$ cat config.mk
export PLATFORM = sky130hd
export DESIGN_NAME = sync_fifo
export DESIGN_NICKNAME = d
export VERILOG_FILES = /design/src/rtl/sync_fifo.sv
export SDC_FILE = /design/constraint.sdc
export NUM_CORES = 1
export LEC_CHECK = 0
export CAP_MARGIN = 20
export CELL_PAD_IN_SITES_DETAIL_PLACEMENT = 0
export CELL_PAD_IN_SITES_GLOBAL_PLACEMENT = 1
export CORE_ASPECT_RATIO = 1.5
export CORE_MARGIN = 4
export CORE_UTILIZATION = 44
export DETAILED_ROUTE_END_ITERATION = 8
export PLACE_DENSITY_LB_ADDON = 0.3
export SYNTH_ARGS = -nofsm -noshare
export SYNTH_HDL_FRONTEND = slang
export SYNTH_SLANG_ARGS = --single-unit
export TNS_END_PERCENT = 30
$ cat constraint.sdc
create_clock -name clk -period 10.4 [get_ports clk]
set_input_delay 2.08 -clock clk [delete_from_list [all_inputs] [get_ports clk]]
set_output_delay 2.08 -clock clk [all_outputs]
set_load 0.1 [all_outputs]
$ cat src/rtl/sync_fifo.sv
// ---------------------------------------------------------------------------
// sync_fifo
//
// Single-clock first-in-first-out queue. It decouples a producer from a
// consumer that share one clock domain. Read data is registered. Writes to a
// full FIFO and reads from an empty FIFO are ignored.
//
// Parameters
//   FIFO_WIDTH : bits per data word (>= 1)
//   FIFO_DEPTH : number of storable entries (>= 2, any value)
//
// Ports
//   clk      in   clock; all state changes on the rising edge
//   rst      in   synchronous active-high reset
//   rd_en    in   read request for this cycle
//   data_out out  registered read data
//   wr_en    in   write request for this cycle
//   data_in  in   write data, sampled on the edge that accepts the write
//   full     out  occupancy == FIFO_DEPTH
//   empty    out  occupancy == 0
//
// Handshake: a write is accepted on a rising edge when wr_en is high and the
// FIFO is not full, or when a read is accepted on that same edge. A read is
// accepted on a rising edge when rd_en is high and empty is low. The word
// returned by an accepted read appears on data_out after that edge. full and
// empty come only from the registered occupancy. They never depend on rd_en
// or wr_en in the same cycle.
// ---------------------------------------------------------------------------
module sync_fifo #(
    parameter int FIFO_WIDTH = 32,
    parameter int FIFO_DEPTH = 8
) (
    input  logic                  clk,
    input  logic                  rst,
    input  logic                  rd_en,
    output logic [FIFO_WIDTH-1:0] data_out,
    input  logic                  wr_en,
    input  logic [FIFO_WIDTH-1:0] data_in,
    output logic                  full,
    output logic                  empty
);

    localparam int PTR_W = $clog2(FIFO_DEPTH);
    localparam int CNT_W = $clog2(FIFO_DEPTH + 1);

    localparam logic [PTR_W-1:0] PTR_LAST = PTR_W'(FIFO_DEPTH - 1);
    localparam logic [PTR_W-1:0] PTR_ONE  = PTR_W'(1);
    localparam logic [CNT_W-1:0] CNT_FULL = CNT_W'(FIFO_DEPTH);
    localparam logic [CNT_W-1:0] CNT_ONE  = CNT_W'(1);

    logic [FIFO_WIDTH-1:0] mem [FIFO_DEPTH];

    logic [PTR_W-1:0]      rd_ptr_q, rd_ptr_d;
    logic [PTR_W-1:0]      wr_ptr_q, wr_ptr_d;
    logic [CNT_W-1:0]      count_q,  count_d;
    logic [FIFO_WIDTH-1:0] data_q,   data_d;

    logic rd_accept;
    logic wr_accept;

    assign full  = (count_q == CNT_FULL);
    assign empty = (count_q == '0);

    // A read that is accepted on the same edge frees a slot. So a write to a
    // full FIFO is still accepted when a read is accepted with it.
    assign rd_accept = rd_en && !empty;
    assign wr_accept = wr_en && (!full || rd_accept);

    always_comb begin
        rd_ptr_d = rd_ptr_q;
        wr_ptr_d = wr_ptr_q;
        count_d  = count_q;
        data_d   = data_q;

        if (rd_accept) begin
            data_d   = mem[rd_ptr_q];
            // The wrap is an explicit compare, so any depth works.
            rd_ptr_d = (rd_ptr_q == PTR_LAST) ? '0 : rd_ptr_q + PTR_ONE;
        end

        if (wr_accept) begin
            wr_ptr_d = (wr_ptr_q == PTR_LAST) ? '0 : wr_ptr_q + PTR_ONE;
        end

        case ({wr_accept, rd_accept})
            2'b10:   count_d = count_q + CNT_ONE;
            2'b01:   count_d = count_q - CNT_ONE;
            default: count_d = count_q;
        endcase
    end

    always_ff @(posedge clk) begin
        if (rst) begin
            rd_ptr_q <= '0;
            wr_ptr_q <= '0;
            count_q  <= '0;
            data_q   <= '0;
        end else begin
            rd_ptr_q <= rd_ptr_d;
            wr_ptr_q <= wr_ptr_d;
            count_q  <= count_d;
            data_q   <= data_d;
        end
    end

    // Reset does not clear storage. The pointers and count define what is
    // valid, so stale words are never read.
    always_ff @(posedge clk) begin
        if (!rst && wr_accept) begin
            mem[wr_ptr_q] <= data_in;
        end
    end

    assign data_out = data_q;

endmodule

**Word-level counts from Yosys, hierarchy flattened**

Memories as Yosys holds them, arrays and structs flattened. A register that Yosys moved wholly into a read port is not among the register bits.
Cells that the tools add are included.

- Register bits after elaboration: 10
- Memory bits (writable): 256
- Output and inout port bits: 34
- Memories kept: 1

Memories:

| name | words | bits a word | rd ports | clocked after memory_dff | write ports | line | source |
|---|---|---|---|---|---|---|---|
| mem | 8 | 32 | 1 | 1 | 1 | 51 | `logic [FIFO_WIDTH-1:0] mem [FIFO_DEPTH];` |

- $add $sub $neg: 4
- Eq/ne operators: 5
- Muxes and demuxes: 5
- Reduce and logical (&&, ||, !) cells: 9

Operators by type and width:

| kind | number |
|---|---|
| 4-bit case mux with 2 select lines | 1 |
| 3-bit by 1-bit adder with 3-bit output (second input constant) | 2 |
| 3-bit equality test (second input constant) | 2 |
| 3-bit 2-to-1 mux | 2 |
| 4-bit by 1-bit adder with 4-bit output (second input constant) | 1 |
| 4-bit equality test (second input constant) | 1 |
| 4-bit zero test | 1 |
| 4-bit by 1-bit subtractor with 4-bit output (second input constant) | 1 |
| 1-bit logical AND | 3 |
| 1-bit zero test | 3 |
| 2-bit by 1-bit equality test with 1-bit output (second input constant) | 1 |
| 2-bit equality test (second input constant) | 1 |
| 1-bit 2-to-1 mux | 2 |
| 2-bit nonzero test | 1 |
| 1-bit logical OR | 1 |

**Logic depth before layout (Yosys ltp)**

Gate-level depths: netlist of run 1.

- Word-level depth: 8
- Mapped depth: 10
- Depth with buffers taken out: 8

**Least setup slack after synthesis of run 1**

Ideal clock, no wire load.

- Path kind: in2reg
- Start point: in wr_en
- End point: mem mem[0][0] (enable)
- Arrival time: 5.770 ns
- Path slack: 4.117 ns
- Cell stages on the path: 3
- Path buffers: 1
- Cells stage by stage: buf_2 > o21ai_2 > nor4b_1

- Longest elaborated chain between the ends: 4

Ends and longest elaborated chain:

| item | line | source |
|---|---|---|
| from (decl) | 37 | `input logic wr_en,` |
| 1-bit logical AND | 67 | `assign wr_accept = wr_en && (!full \|\| rd_accept);` |
| 1-bit logical AND | 109 | `if (!rst && wr_accept) begin` |
| 1-bit 2-to-1 mux | 109 |  |
| 1-bit 2-to-1 mux (not written as such) | 110 | `mem[wr_ptr_q] <= data_in;` |
| to (decl) | 51 |  |

Every way passes these cells.

**Worst setup path in the final report of run 1**

- Start point: reg count_q[0]
- End point: out empty

- Longest elaborated chain between the ends: 1

Ends and longest elaborated chain:

| item | line | source |
|---|---|---|
| from (decl) | 55 | `logic [CNT_W-1:0] count_q, count_d;` |
| from (signal assigned) | 101 | `count_q <= count_d;` |
| 4-bit zero test | 62 | `assign empty = (count_q == '0);` |
| to (decl) | 40 | `output logic empty` |

Every way passes these cells.

==> impl_metrics.prom, run 1 <==
# TYPE chip_impl_metric gauge
chip_impl_metric{name="initial_core_util",unit="%"} 44.7
chip_impl_metric{name="synth_simple_gate_area_share",unit="%"} 5.84
chip_impl_metric{name="drt-pass1-iter-count",unit=""} 4
chip_impl_metric{name="grt_start_max_net_pins",unit=""} 48
chip_impl_metric{name="hold_viol",unit=""} 0
chip_impl_metric{name="remaining_drc_errors",unit=""} 0
chip_impl_metric{name="synth.cell_area",unit="sq mm"} 0.0116
chip_impl_metric{name="vdd_ir_drop_max",unit="V"} 0.000246
chip_impl_metric{name="max_freq",unit="GHz"} 0.210
chip_impl_metric{name="floorplan.die_area",unit="sq mm"} 0.0290
chip_impl_metric{name="route.vias.total",unit=""} 5581
chip_impl_metric{name="synth-compound-area-share",unit="%"} 4.49
chip_impl_metric{name="netlist-cell-type-count",unit=""} 43
chip_impl_metric{name="syn_area_per_cell",unit="sq um"} 20.4
chip_impl_metric{name="cts_buffers",unit=""} 27
chip_impl_metric{name="wl_met2",unit="microns"} 12500
chip_impl_metric{name="crit_fanout",unit=""} 9
chip_impl_info{name="result_of_the_run",value="completed"} 1
chip_impl_info{name="hold_class",value="reg2reg"} 1
chip_impl_metric{name="finClkSkew",unit="ns"} 0.0154
chip_impl_info{name="postSynth.topFlopCell",value="edfxtp_1"} 1
chip_impl_metric{name="max-cap-violations",unit=""} 0
chip_impl_metric{name="post_drt_via_cell_ratio",unit=""} 5.60
chip_impl_metric{name="worstMarginPinSlew",unit="ns"} 1.04
chip_impl_metric{name="dpl.hpwl",unit="microns"} 12700
chip_impl_metric{name="diodes",unit=""} 0
chip_impl_metric{name="cts.sink_count",unit=""} 298
chip_impl_metric{name="num-nets-final",unit=""} 686
chip_impl_metric{name="mapped_nets",unit=""} 609
chip_impl_metric{name="clock_latency_on_the_worst_skew_pair",unit="ns"} 0.54
chip_impl_metric{name="period_share",unit="%"} 45.7
chip_impl_metric{name="synth-adder-area-share",unit="%"} 0.822
chip_impl_metric{name="slew-limit-headroom",unit="%"} 31.0
chip_impl_metric{name="area_of_the_core",unit="sq mm"} 0.0259
chip_impl_info{name="dr.max_layer_used",value="met4"} 1
chip_impl_info{name="rr_endpoint",value="count_q[3]"} 1
chip_impl_info{name="tritoncts",value="done"} 1
chip_impl_info{name="setup.worst_path.start_class",value="register"} 1
chip_impl_info{name="cts-root-buf",value="clkbuf_16"} 1
chip_impl_metric{name="r2r_setup_slack",unit="ns"} 7.48
chip_impl_metric{name="post-synth-top-area-fraction",unit="%"} 66.4
chip_impl_metric{name="wire_length_of_the_first_global_routing_pass",unit="microns"} 35700
chip_impl_metric{name="final-max-slew-violation-count",unit=""} 0
chip_impl_metric{name="postSynthCellCount",unit=""} 566
chip_impl_info{name="timing.critical_path.from",value="count_q[0]"} 1
chip_impl_metric{name="route.met3.wl",unit="microns"} 859
chip_impl_metric{name="antenna_left",unit=""} 0
chip_impl_metric{name="setup_violations",unit=""} 0
chip_impl_info{name="worstHoldStart",value="data_out[23]"} 1
chip_impl_metric{name="grt_pass1_vias",unit=""} 6004
chip_impl_metric{name="synth_xor_area_share",unit="%"} 0.227
chip_impl_info{name="grt_setup_unrepaired",value="no"} 1
chip_impl_info{name="r2r_start",value="count_q[0]"} 1
chip_impl_metric{name="maximum_number_of_buffers_from_clock_root_to_sink",unit=""} 3
chip_impl_metric{name="ys_seq_area_share",unit="%"} 73.7
chip_impl_metric{name="area_delta_synth_final",unit="%"} 16.3
chip_impl_metric{name="yosys_register_bits",unit=""} 298
chip_impl_metric{name="post_drt_wl_per_cell",unit="microns"} 23.2
chip_impl_metric{name="rows",unit=""} 72
chip_impl_metric{name="buffer_ports.inserted",unit=""} 69
chip_impl_metric{name="period_needed",unit="ns"} 4.76
chip_impl_metric{name="synth-warning-count",unit=""} 0
chip_impl_metric{name="synthArstFlopShare",unit="%"} 0
chip_impl_metric{name="grt_remaining_overflow",unit=""} 0
chip_impl_metric{name="final_cell_area",unit="sq mm"} 0.0135
chip_impl_metric{name="drive_above_1_share",unit="%"} 28.9
chip_impl_metric{name="holdPathStages",unit=""} 2
chip_impl_metric{name="timing.setup.tns",unit="ns"} 0
chip_impl_metric{name="cp.arrival",unit="ns"} 2.68
chip_impl_metric{name="m1WireLength",unit="microns"} 9160
chip_impl_metric{name="finalWirelength",unit="microns"} 23100
chip_impl_metric{name="grt_antenna_before_repair",unit=""} 0
chip_impl_info{name="synth_top_family_by_area",value="multiplexers"} 1
chip_impl_metric{name="die_h",unit="microns"} 207
chip_impl_metric{name="clk_transition_reported_paths",unit="ns"} 0.07
chip_impl_info{name="post_synth_main_area_contributors",value="edfxtp_1, mux4_2, dfxtp_1"} 1
chip_impl_metric{name="grt.total_usage",unit="%"} 16.0
chip_impl_metric{name="number_of_gates_resized_after_cts",unit=""} 0
chip_impl_metric{name="yosys-mux-area-fraction",unit="%"} 12.6
chip_impl_metric{name="placedInstanceArea",unit="sq mm"} 0.0126
chip_impl_info{name="critPathKind",value="reg2out"} 1
chip_impl_metric{name="final_weighted_congestion_of_routability_driven_global_placement",unit=""} 0.732
chip_impl_metric{name="boundaryPins",unit=""} 70
chip_impl_info{name="endpoint",value="empty"} 1
chip_impl_metric{name="cellLeakagePower",unit="nW"} 4.21
chip_impl_info{name="yosys.area.top_type",value="edfxtp_1"} 1
chip_impl_metric{name="cts-htree-levels",unit=""} 1
chip_impl_metric{name="cp.required",unit="ns"} 8.32
chip_impl_metric{name="post_cts_setup_inserts",unit=""} 0
chip_impl_metric{name="synth-edff-count",unit=""} 256
chip_impl_metric{name="ctsHoldBuffers",unit=""} 0
chip_impl_metric{name="floorplan.die.width",unit="microns"} 140
chip_impl_info{name="cp-end-kind",value="output port"} 1
chip_impl_metric{name="worst-r2r-cell-count",unit=""} 8
chip_impl_metric{name="detailedRoute.firstIterationViolations",unit=""} 320
chip_impl_metric{name="power_density",unit="mW/mm^2"} 264
==> cell type report <==
| cell class | instances | area [sq um] |
|---|---|---|
| fillers | 2016 | 12400 |
| inverters | 3 | 11.3 |
| clock buffers | 30 | 687 |
| multi-input cells | 232 | 2830 |
| repair buffers | 81 | 776 |
| well taps | 333 | 417 |
| flip-flops and latches | 298 | 8530 |
| clock inverters | 20 | 200 |
==> critical path, stage by stage (launching register included) <==
cell	delay [ns]
dfxtp_1	0.40
or3_1	0.48
nor2_1	0.13
clkdlybuf4s50_1	1.14
==> power by group <==
| part | total [W] | switching [W] | internal (W) |
|---|---|---|---|
| clock | 0.000995 | 0.000419 | 0.000576 |
| combinational | 0.00109 | 0.000734 | 0.000359 |
| sequential | 0.00146 | 0.0000842 | 0.00138 |
| total | 0.00355 | 0.00124 | 0.00231 |
==> metrics by stage <==
stage | hold slack [ns] | total power [W] | utilization, % | setup slack, ns | instances
after floorplan | 0.498 | 0.00238 | - | 4.12 | 566
after global routing | 0.526 | 0.00369 | 52.0 | 5.55 | 997
after CTS | 0.504 | 0.00359 | 52.0 | 5.62 | 997
final | 0.500 | 0.00355 | 52.0 | 5.64 | 997
after global placement | 0.487 | 0.00258 | 48.6 | 5.45 | 947
after detailed placement | 0.489 | 0.00260 | 48.6 | 5.30 | 947
==> how the worst min path moves through the flow <==
stage,endpoint
6_report,data_out[23]
4_1_cts,data_out[10]
2_1_floorplan,wr_ptr_q[1]
3_3_place_gp,data_out[14]
5_1_grt,data_out[13]
3_5_place_dp,data_out[10]
==> cell usage after synthesis (2+ instances only) <==
master    instances
edfxtp_1        256
mux4_2           64
nor2_1           44
dfxtp_1          42
nor3_2           31
o22ai_2          30
clkbuf_1         15
a21oi_1           7
nand2_1           7
ha_1              6
nor3_1            6
buf_4             5
buf_2             4
buf_12            3
buf_6             3
buf_8             3
inv_1             3
nand2b_1          3
nand3b_1          3
xnor2_1           3
and2_1            2
mux2i_1           2
nand3_1           2
o22ai_1           2
or3_1             2
==> cell usage in the layout, fill, tap and decap left out, types with 2 or more instances in the layout <==
master / instances
o22ai_1: 2
nor2_4: 3
xnor2_1: 3
clkdlybuf4s50_1: 68
nand2_1: 7
buf_4: 12
nand3b_1: 3
clkinv_2: 6
and2_1: 2
a21oi_1: 7
mux4_2: 64
nand3_1: 2
nor2_1: 41
inv_1: 3
nand2b_1: 3
mux2i_1: 2
bufinv_16: 4
clkbuf_16: 27
clkbuf_1: 3
or3_1: 2
nor3_2: 34
ha_1: 6
clkinv_1: 8
edfxtp_1: 256
o22ai_2: 30
dfxtp_1: 40
nor3_1: 3
==> kinds of logic after synthesis <==
| logic type | after synthesis |
|---|---|
| compound gates | 50 |
| xor+xnor | 3 |
| fa+ha+maj | 7 |
| buf+inv | 36 |
| flops | 298 |
| mux | 66 |
| simple gates | 106 |
==> per-layer routing <==
metal  track usage, %  up-vias
met2             29.5      113
li1                 -     2463
met1             19.7     2967
met5                0        -
met3             2.33       38
met4             4.64        0
==> registers in the layout, indices dropped and copies added, names as in the netlist <==
signal and cells:
mem 256, wr_ptr_q 3, rd_ptr_q 3, data_out 32
count_q 4
No activity file was read; power rests on OpenSTA's default activity.
==> run 2, diff against run 1 <==
==> constraint.sdc (replaced) <==
create_clock -name clk -period 4.98 [get_ports clk]
set_input_delay 0.996 -clock clk [delete_from_list [all_inputs] [get_ports clk]]
set_output_delay 0.996 -clock clk [all_outputs]
set_load 0.1 [all_outputs]
==> run 2 against run 1 <==
Compared with the run above:
- design area rose by 0.75%
- via count shrank 0.65%
- wire length is 0.91% lower
- die area stayed put
==> impl_metrics.prom, run 2 (synthesis gave the netlist of run 1 again) <==
# TYPE chip_impl_metric gauge
chip_impl_info{name="result_of_the_run",value="completed"} 1
chip_impl_info{name="grt_setup_unrepaired",value="no"} 1
chip_impl_metric{name="post_cts_setup_inserts",unit=""} 0
chip_impl_metric{name="floorplan.die_area",unit="sq mm"} 0.0290
chip_impl_metric{name="timing.setup.tns",unit="ns"} 0
chip_impl_info{name="timing.critical_path.from",value="count_q[0]"} 1
chip_impl_metric{name="max-cap-violations",unit=""} 0
chip_impl_metric{name="wire_length_of_the_first_global_routing_pass",unit="microns"} 35400
chip_impl_metric{name="cp.required",unit="ns"} 3.98
chip_impl_metric{name="power_density",unit="mW/mm^2"} 543
chip_impl_metric{name="cellLeakagePower",unit="nW"} 4.24
chip_impl_info{name="critPathKind",value="reg2out"} 1
chip_impl_metric{name="route.met3.wl",unit="microns"} 1110
chip_impl_metric{name="hold_slack",unit="ns"} 0.496
chip_impl_metric{name="wl_met2",unit="microns"} 12300
chip_impl_metric{name="cts.sink_count",unit=""} 298
chip_impl_metric{name="placedInstanceArea",unit="sq mm"} 0.0127
chip_impl_info{name="leading_cell_type_in_the_layout_fill_and_taps_excluded",value="edfxtp_1"} 1
chip_impl_metric{name="cp.arrival",unit="ns"} 2.66
chip_impl_metric{name="rows",unit=""} 72
chip_impl_metric{name="diodes",unit=""} 0
chip_impl_metric{name="cts_buffers",unit=""} 27
chip_impl_metric{name="grt.total_usage",unit="%"} 16.0
chip_impl_metric{name="period_share",unit="%"} 73.3
chip_impl_metric{name="final-max-slew-violation-count",unit=""} 0
chip_impl_metric{name="post_drt_wl_per_cell",unit="microns"} 22.9
chip_impl_metric{name="crit_fanout",unit=""} 9
chip_impl_info{name="tritoncts",value="done"} 1
chip_impl_info{name="cts-root-buf",value="clkbuf_16"} 1
chip_impl_metric{name="final_weighted_congestion_of_routability_driven_global_placement",unit=""} 0.708
chip_impl_metric{name="dpl.hpwl",unit="microns"} 13200
chip_impl_metric{name="grt_pass1_vias",unit=""} 6073
chip_impl_metric{name="dp.cells",unit=""} 950
chip_impl_metric{name="area_delta_synth_final",unit="%"} 17.2
chip_impl_metric{name="antenna_left",unit=""} 0
chip_impl_info{name="largest-register",value="mem"} 1
chip_impl_metric{name="remaining_drc_errors",unit=""} 0
chip_impl_metric{name="ctsHoldBuffers",unit=""} 0
chip_impl_info{name="hold_class",value="reg2reg"} 1
chip_impl_metric{name="detailedRoute.firstIterationViolations",unit=""} 413
chip_impl_metric{name="period_needed",unit="ns"} 3.65
chip_impl_metric{name="m1WireLength",unit="microns"} 8990
chip_impl_metric{name="vdd_ir_drop_max",unit="V"} 0.000425
chip_impl_info{name="worstHoldStart",value="data_out[16]"} 1
chip_impl_metric{name="grt_antenna_before_repair",unit=""} 0
chip_impl_metric{name="route.vias.total",unit=""} 5545
chip_impl_metric{name="finalWirelength",unit="microns"} 22900
chip_impl_metric{name="num-nets-final",unit=""} 690
chip_impl_metric{name="worstMarginPinSlew",unit="ns"} 1.02
chip_impl_metric{name="setup_violations",unit=""} 0
chip_impl_metric{name="cts-htree-levels",unit=""} 1
chip_impl_metric{name="p_total",unit="W"} 0.00736
chip_impl_metric{name="slew-limit-headroom",unit="%"} 31.8
chip_impl_metric{name="fillers",unit=""} 2000
chip_impl_metric{name="clk_transition_reported_paths",unit="ns"} 0.06
chip_impl_metric{name="max_freq",unit="GHz"} 0.274
chip_impl_metric{name="initial_core_util",unit="%"} 44.7
chip_impl_metric{name="die_h",unit="microns"} 207
chip_impl_metric{name="drive_above_1_share",unit="%"} 29.0
chip_impl_info{name="dr.max_layer_used",value="met4"} 1
chip_impl_info{name="cp-end-kind",value="output port"} 1
chip_impl_metric{name="drt-pass1-iter-count",unit=""} 5
chip_impl_metric{name="number_of_gates_resized_after_cts",unit=""} 0
chip_impl_metric{name="floorplan.die.width",unit="microns"} 140
chip_impl_info{name="r2r_start",value="count_q[3]"} 1
chip_impl_metric{name="post_drt_via_cell_ratio",unit=""} 5.54
chip_impl_metric{name="area_of_the_core",unit="sq mm"} 0.0259
chip_impl_metric{name="maximum_number_of_buffers_from_clock_root_to_sink",unit=""} 3
chip_impl_metric{name="finish.cell_count_without_fillers",unit=""} 1001
chip_impl_metric{name="final_cell_area",unit="sq mm"} 0.0136
chip_impl_metric{name="finClkSkew",unit="ns"} 0.0124
chip_impl_metric{name="grt_remaining_overflow",unit=""} 0
chip_impl_metric{name="boundaryPins",unit=""} 70
chip_impl_metric{name="max_reg_flops",unit=""} 256
chip_impl_metric{name="buffer_ports.inserted",unit=""} 69
chip_impl_info{name="setup.worst_path.start_class",value="register"} 1
chip_impl_metric{name="hold_viol",unit=""} 0
chip_impl_info{name="mostFrequentLayoutCells",value="edfxtp_1, clkdlybuf4s50_1, mux4_2"} 1
chip_impl_metric{name="clock_latency_on_the_worst_skew_pair",unit="ns"} 0.53
chip_impl_metric{name="grt_start_max_net_pins",unit=""} 55
run 2: changes by cell type in the layout (fill, tap and decap cells not counted), moves of 2 or more:
cell / change
bufinv_16: -2
clkinv_1: -7
clkinv_2: -3
clkbuf_1: +9
buf_16: +4
clkbuf_8: +3
run 2: path summary, 6_finish.rpt:
check                       to  slack (ns)  cells after the start
setup / recovery          full        1.33                      3
hold / removal    data_out[16]        0.50                      2
setup reg to reg    count_q[3]        2.25                      8
hold reg to reg   data_out[16]        0.50                      2
run 2: worst max-delay path, cell delays in order (launching register included):
cell and delay, ns:
dfxtp_1 0.39, nor3_1 0.42, and2_1 0.19, clkdlybuf4s50_1 1.13
run 2: report_power, final:
part	internal, W	switching, W	leakage [nW]	total [W]
Sequential	0.00288	0.000183	2.66	0.00306
Combinational	0.000772	0.00152	1.16	0.00229
Clock	0.00116	0.000849	0.415	0.00201
Total	0.00480	0.00256	4.24	0.00736
run 2: layer usage:
metal | up-vias | track usage, %
met4 | 0 | 5.37
met1 | 2892 | 19.7
li1 | 2470 | -
met3 | 41 | 2.67
met2 | 142 | 28.8
met5 | - | 0
run 2: area by class of cell:
cell class / count / area, sq um / area share [%]
Sequential cell: 298 / 8530 / 63.0
Clock inverter: 8 / 95.1 / 0.702
Inverter: 3 / 11.3 / 0.0831
Multi-Input combinational cell: 232 / 2840 / 20.9
Timing Repair Buffer: 85 / 898 / 6.63
Tap cell: 333 / 417 / 3.07
Clock buffer: 42 / 762 / 5.62
run 2: metrics by stage:
stage	setup WS [ns]	util [%]
floorplan	0.0647	-
global route	1.26	52.4
detailed placement	1.23	49.0
global placement	1.31	48.7
finish	1.33	52.4
CTS	1.32	52.3
